==> config.mk <==
export PLATFORM = sky130hd
export DESIGN_NAME = pc_fetch_unit
export DESIGN_NICKNAME = d
export VERILOG_FILES = /design/src/rtl/pc_fetch_unit.sv
export SDC_FILE = /design/constraint.sdc
export NUM_CORES = 1
export LEC_CHECK = 0
export CAP_MARGIN = 20
export CORE_ASPECT_RATIO = 0.7
export CORE_UTILIZATION = 35
export CTS_CLUSTER_DIAMETER = 50
export DETAILED_ROUTE_END_ITERATION = 8
export MAX_ROUTING_LAYER = met4
export PLACE_DENSITY = 0.77
export SYNTH_ARGS = -nofsm -noshare
export SYNTH_HDL_FRONTEND = slang
export SYNTH_SLANG_ARGS = --single-unit
==> constraint.sdc <==
create_clock -name clk -period 2.1 [get_ports clk]
set_clock_uncertainty 0.1 [all_clocks]
set_input_delay 0.42 -clock clk [delete_from_list [all_inputs] [get_ports clk]]
set_output_delay 0.42 -clock clk [all_outputs]
set_load 0.005 [all_outputs]
==> src/rtl/pc_fetch_unit.sv <==
// ============================================================================
// pc_fetch_unit : architectural PC holder, ready-handshake fetch, jal link, retire count
// Optional macro PC_ALIGN_CHECK_EN : trap misaligned next PC to EXC_VECTOR.  Rev 1.0
// ============================================================================
`default_nettype none

module pc_fetch_unit #(
   parameter logic [31:0] RESET_PC = 32'h0000_0000
`ifdef PC_ALIGN_CHECK_EN
   ,parameter logic [31:0] EXC_VECTOR = 32'h0000_0080
`endif
) (
   input  logic        clk,
   input  logic        reset_n,
   input  logic [31:0] next_pc,
   input  logic [1:0]  jump_sel,
   input  logic        stall,
   input  logic        imem_ready,
   input  logic [31:0] imem_rdata,
   output logic [31:0] pc_out,
   output logic [31:0] pc_plus4,
   output logic        imem_req,
   output logic [31:0] instr,
   output logic        instr_valid,
   output logic        link_we,
   output logic [4:0]  link_addr,
   output logic [31:0] link_data,
   output logic [31:0] retire_cnt,
   output logic        misaligned,
   output logic [31:0] bad_pc
);

   typedef enum logic [1:0] {
      ST_IDLE  = 2'd0,
      ST_FETCH = 2'd1,
      ST_EXEC  = 2'd2
   } state_t;

   localparam logic [1:0] C_JS_JAL = 2'b01;

   state_t      state_q, state_d;
   logic [31:0] pc_q, pc_d;
   logic [31:0] instr_q, instr_d;
   logic        instr_valid_q, instr_valid_d;
   logic        imem_req_q, imem_req_d;
   logic        link_we_q, link_we_d;
   logic [31:0] link_data_q, link_data_d;
   logic [31:0] retire_cnt_q, retire_cnt_d;
   logic [31:0] w_target_pc;
   logic        w_target_bad;
   logic [31:0] w_pc_plus4;

   assign w_pc_plus4 = pc_q + 32'd4;

`ifdef PC_ALIGN_CHECK_EN
   logic        misaligned_q, misaligned_d;
   logic [31:0] bad_pc_q, bad_pc_d;

   assign w_target_bad = (next_pc[1:0] != 2'b00);
   assign w_target_pc  = w_target_bad ? EXC_VECTOR : next_pc;
`else
   // Without the trap the low bits are simply forced to word alignment.
   assign w_target_bad = 1'b0;
   assign w_target_pc  = next_pc & 32'hFFFF_FFFC;
`endif

   always_comb begin
      state_d       = state_q;
      pc_d          = pc_q;
      instr_d       = instr_q;
      instr_valid_d = instr_valid_q;
      imem_req_d    = imem_req_q;
      link_we_d     = 1'b0;
      link_data_d   = link_data_q;
      retire_cnt_d  = retire_cnt_q;
`ifdef PC_ALIGN_CHECK_EN
      misaligned_d  = 1'b0;
      bad_pc_d      = bad_pc_q;
`endif
      case (state_q)
         ST_IDLE: begin
            state_d    = ST_FETCH;
            imem_req_d = 1'b1;
         end
         ST_FETCH: begin
            if (imem_ready) begin
               instr_d       = imem_rdata;
               instr_valid_d = 1'b1;
               imem_req_d    = 1'b0;
               state_d       = ST_EXEC;
            end
         end
         ST_EXEC: begin
            if (!stall) begin
               pc_d          = w_target_pc;
               retire_cnt_d  = retire_cnt_q + 32'd1;
               instr_valid_d = 1'b0;
               imem_req_d    = 1'b1;
               state_d       = ST_FETCH;
               if ((jump_sel == C_JS_JAL) && !w_target_bad) begin
                  link_we_d   = 1'b1;
                  link_data_d = w_pc_plus4;
               end
`ifdef PC_ALIGN_CHECK_EN
               if (w_target_bad) begin
                  misaligned_d = 1'b1;
                  bad_pc_d     = next_pc;
               end
`endif
            end
         end
         default: begin
            state_d    = ST_IDLE;
            imem_req_d = 1'b0;
         end
      endcase
   end

   always_ff @(posedge clk or negedge reset_n) begin
      if (!reset_n) begin
         state_q       <= ST_IDLE;
         pc_q          <= RESET_PC;
         instr_q       <= 32'd0;
         instr_valid_q <= 1'b0;
         imem_req_q    <= 1'b0;
         link_we_q     <= 1'b0;
         link_data_q   <= 32'd0;
         retire_cnt_q  <= 32'd0;
`ifdef PC_ALIGN_CHECK_EN
         misaligned_q  <= 1'b0;
         bad_pc_q      <= 32'd0;
`endif
      end else begin
         state_q       <= state_d;
         pc_q          <= pc_d;
         instr_q       <= instr_d;
         instr_valid_q <= instr_valid_d;
         imem_req_q    <= imem_req_d;
         link_we_q     <= link_we_d;
         link_data_q   <= link_data_d;
         retire_cnt_q  <= retire_cnt_d;
`ifdef PC_ALIGN_CHECK_EN
         misaligned_q  <= misaligned_d;
         bad_pc_q      <= bad_pc_d;
`endif
      end
   end

   assign pc_out      = pc_q;
   assign pc_plus4    = w_pc_plus4;
   assign imem_req    = imem_req_q;
   assign instr       = instr_q;
   assign instr_valid = instr_valid_q;
   assign link_we     = link_we_q;
   assign link_addr   = 5'd31;
   assign link_data   = link_data_q;
   assign retire_cnt  = retire_cnt_q;
`ifdef PC_ALIGN_CHECK_EN
   assign misaligned  = misaligned_q;
   assign bad_pc      = bad_pc_q;
`else
   assign misaligned  = 1'b0;
   assign bad_pc      = 32'd0;
`endif

endmodule

`default_nettype wire
==> flow_metrics.tcl <==
set metrics [dict create \
    outcome "finished, violations left" \
    violations "setup timing" \
    ff2ff_path_depth 13 \
    required_ns 1.58 \
    grt_max_degree 54 \
    setup_violations 30 \
    clock-root-buffer "clkbuf_16" \
    p_int_w 0.00928 \
    synth-seq-cells 128 \
    period_needed_ns 2.83 \
    dpl.hpwl_um 13200 \
    synth_cell_types 49 \
    wire_per_inst_um 17.1 \
    synthesis.area_mm2 0.00612 \
    hold_path.class "reg2reg" \
    path_class "reg2out" \
    finish.instance_area_mm2 0.0109 \
    max_freq_ghz 0.353 \
    p_comb_share_pct 47.3 \
    path_max_fanout 5 \
    yosys-top-cells-area "dfrtp_1 52%, nand2_1 8.2%, mux2_2 7.5%, buf_4 5.8%, xnor2_1 5.3%" \
    synth_cells 594 \
    die_x_um 160 \
    grt_pass1_vias 6010 \
    antenna_found_initial 1 \
    dr.pass1.iters 5 \
    ant_nets 0 \
    cp-startpoint "pc_out[12]" \
    reg2reg_from "pc_out[3]" \
    seqPwrFrac_pct 28.7 \
    setup_slack_ns -0.731 \
    tns_ns -12.71 \
    cp.arrival_ns 2.31 \
    grt_pass1_wl_um 31600 \
    regToRegSetupSlack_ns -0.10 \
    htreeDepth 4 \
    synth_edf_count 0 \
    syn_to_final_growth_pct 77.7 \
    initial_utilization_pct 35.7 \
    final_layout_size_suffix_gt1_share_pct 34.2 \
    p_leak_nw 5.01 \
    syn_area_per_cell_um2 10.3 \
    design.core.area_mm2 0.0171 \
    cts.sinks 128 \
    ys_seq_area_share_pct 52.4 \
    dieHeight_um 113 \
    row_count 40 \
    hold_end "retire_cnt[31]" \
    ys_async_sr_fraction_pct 100 \
    synth_flop_cell "dfrtp_1" \
    totalWireLength_um 20600 \
    first_iter_violations 344 \
    vias 5864 \
    cts.path.max_buffers 2 \
    timing.rr.end "link_data[16]" \
    period_share_pct 135 \
    place.port_buffers 224 \
    worst_pin_slew_ns 0.517 \
    synth_common_cells "133 x nand2_1, 128 x dfrtp_1, 47 x buf_4" \
    place.gp.congestion 0.854 \
    worstHoldStart "retire_cnt[31]" \
    slew_headroom_pct 65.6 \
    swShare_pct 31.7 \
    fin_nets 1035 \
    clk_pin_slew_ns 0.06 \
    yosysTopAreaCell "dfrtp_1" \
    die_area_mm2 0.0180 \
    drcViolationCount 0 \
    cts_buffers 17 \
    dpl_cell_area_mm2 0.00915 \
    tritoncts "built" \
    start_kind "flop" \
    insertion_delay_ns 0.42 \
    rsz0062_at_grt "true" \
    p_total_w 0.0136 \
    drv_slew 0 \
    grt_usage_pct 23.5 \
    hold_viol_final 0 \
    viasPerCell 4.85 \
    hold_depth 1 \
    yosys.area.top_type_share_pct 52.4 \
    irDropWorstVdd_mv 0.747 \
    power_density_mw_per_mm2 1250 \
    grt_overflow 0 \
    p_sw_w 0.00432 \
    io_pins 271 \
    max-cap-violations 0 \
    clkPwrFrac_pct 24.0 \
    crit_path_end_kind "output port" \
    synth_warnings 0 \
    post-synth-top-count-cell "nand2_1" \
]
stage by stage:
stage | std cells | utilization, % | hold slack (ns) | setup WS, ns
6_report | 1208 | 63.5 | 0.370 | -0.731
5_1_grt | 1208 | 63.5 | 0.412 | -0.810
4_1_cts | 1196 | 61.7 | 0.376 | -0.746
3_5_place_dp | 1112 | 53.4 | 0.322 | -0.641
3_3_place_gp | 1112 | 53.4 | 0.318 | -0.606
2_1_floorplan | 636 | - | 0.0244 | -0.0184
flip-flops by register name, summed over array words and instances (netlist names):
| register | count |
|---|---|
| imem_req | 1 |
| state_q | 1 |
| link_data | 30 |
| retire_cnt | 32 |
| link_we | 1 |
| instr | 32 |
| pc_out | 30 |
| instr_valid | 1 |
cells in the final DEF, fill, tap and decap left out, types with 5 or more instances in the layout:
| cell type | count |
|---|---|
| nand4_1 | 23 |
| buf_2 | 21 |
| xnor2_1 | 30 |
| buf_12 | 7 |
| nor2_1 | 19 |
| conb_1 | 44 |
| bufinv_16 | 5 |
| dlymetal6s2s_1 | 8 |
| o21ai_0 | 6 |
| dfrtp_2 | 5 |
| xor2_1 | 6 |
| buf_6 | 48 |
| or4_4 | 9 |
| clkdlybuf4s50_1 | 183 |
| inv_1 | 9 |
| nand2_2 | 11 |
| nand2_1 | 119 |
| nor4_4 | 5 |
| nand3_4 | 7 |
| nand3_1 | 21 |
| mux2_2 | 41 |
| dfrtp_1 | 123 |
| clkbuf_16 | 17 |
| a31oi_1 | 11 |
| buf_4 | 103 |
area by class of cell:
| type | instances | area (µm²) |
|---|---|---|
| multi-input cells | 430 | 3140 |
| flip-flops and latches | 128 | 3210 |
| diodes | 1 | 2.50 |
| fillers | 1345 | 6240 |
| inverters | 10 | 37.5 |
| clock inverters | 13 | 210 |
| repair buffers | 376 | 3550 |
| well taps | 231 | 289 |
| clock buffers | 19 | 433 |
cell families after synthesis:
| kind of cell | synth area share, % |
|---|---|
| AND/OR/NAND/NOR | 21.1 |
| flip-flops | 52.4 |
| buffers and inverters | 7.96 |
| XOR/XNOR | 6.44 |
| multiplexers | 7.55 |
| AO/OA/AOI/OAI | 4.05 |
| adder cells (fa/ha/maj) | 0.409 |
| other | 0.123 |
critical path: stages, from the launching register on:
cell	delay [ns]
dfrtp_1	0.38
buf_4	0.13
and4_4	0.23
nand4_1	0.15
buf_6	0.18
buf_6	0.11
or4_4	0.52
nand2_2	0.08
buf_2	0.11
layer usage:
| metal | wire length [µm] | GRT usage [%] | up-vias |
|---|---|---|---|
| met5 | 0 | - | - |
| met1 | 8950 | 30.7 | 2882 |
| met4 | 455 | 7.49 | 0 |
| met3 | 1580 | 7.17 | 40 |
| met2 | 9630 | 35.0 | 234 |
| li1 | - | - | 2708 |
what timing repair did:
action                                  4_1_cts  5_1_grt
pin swaps                                    52       35
endpoints found under the hold margin        48        0
hold buffers                                  1        0
gates cloned                                  2        0
gates resized for setup                     221       52
buffers inserted                             49       17
endpoints found under the setup margin       29       57
how the worst max path moves through the flow:
stage,to,slack [ns],cells after the start
floorplan,pc_plus4[30],-0.02,6
global placement,pc_plus4[18],-0.61,7
detailed placement,pc_plus4[18],-0.64,7
CTS,pc_plus4[30],-0.75,6
global route,pc_plus4[31],-0.81,9
finish,pc_plus4[31],-0.73,8
power groups by stage:
stage | logic [W] | registers (W) | clock network (W)
2_1_floorplan | 0.00164 | 0.00412 | 0
3_3_place_gp | 0.00540 | 0.00388 | 0
3_5_place_dp | 0.00544 | 0.00393 | 0
4_1_cts | 0.00605 | 0.00389 | 0.00332
5_1_grt | 0.00685 | 0.00400 | 0.00344
6_report | 0.00643 | 0.00390 | 0.00327
Power figures use the tool's default switching activity.
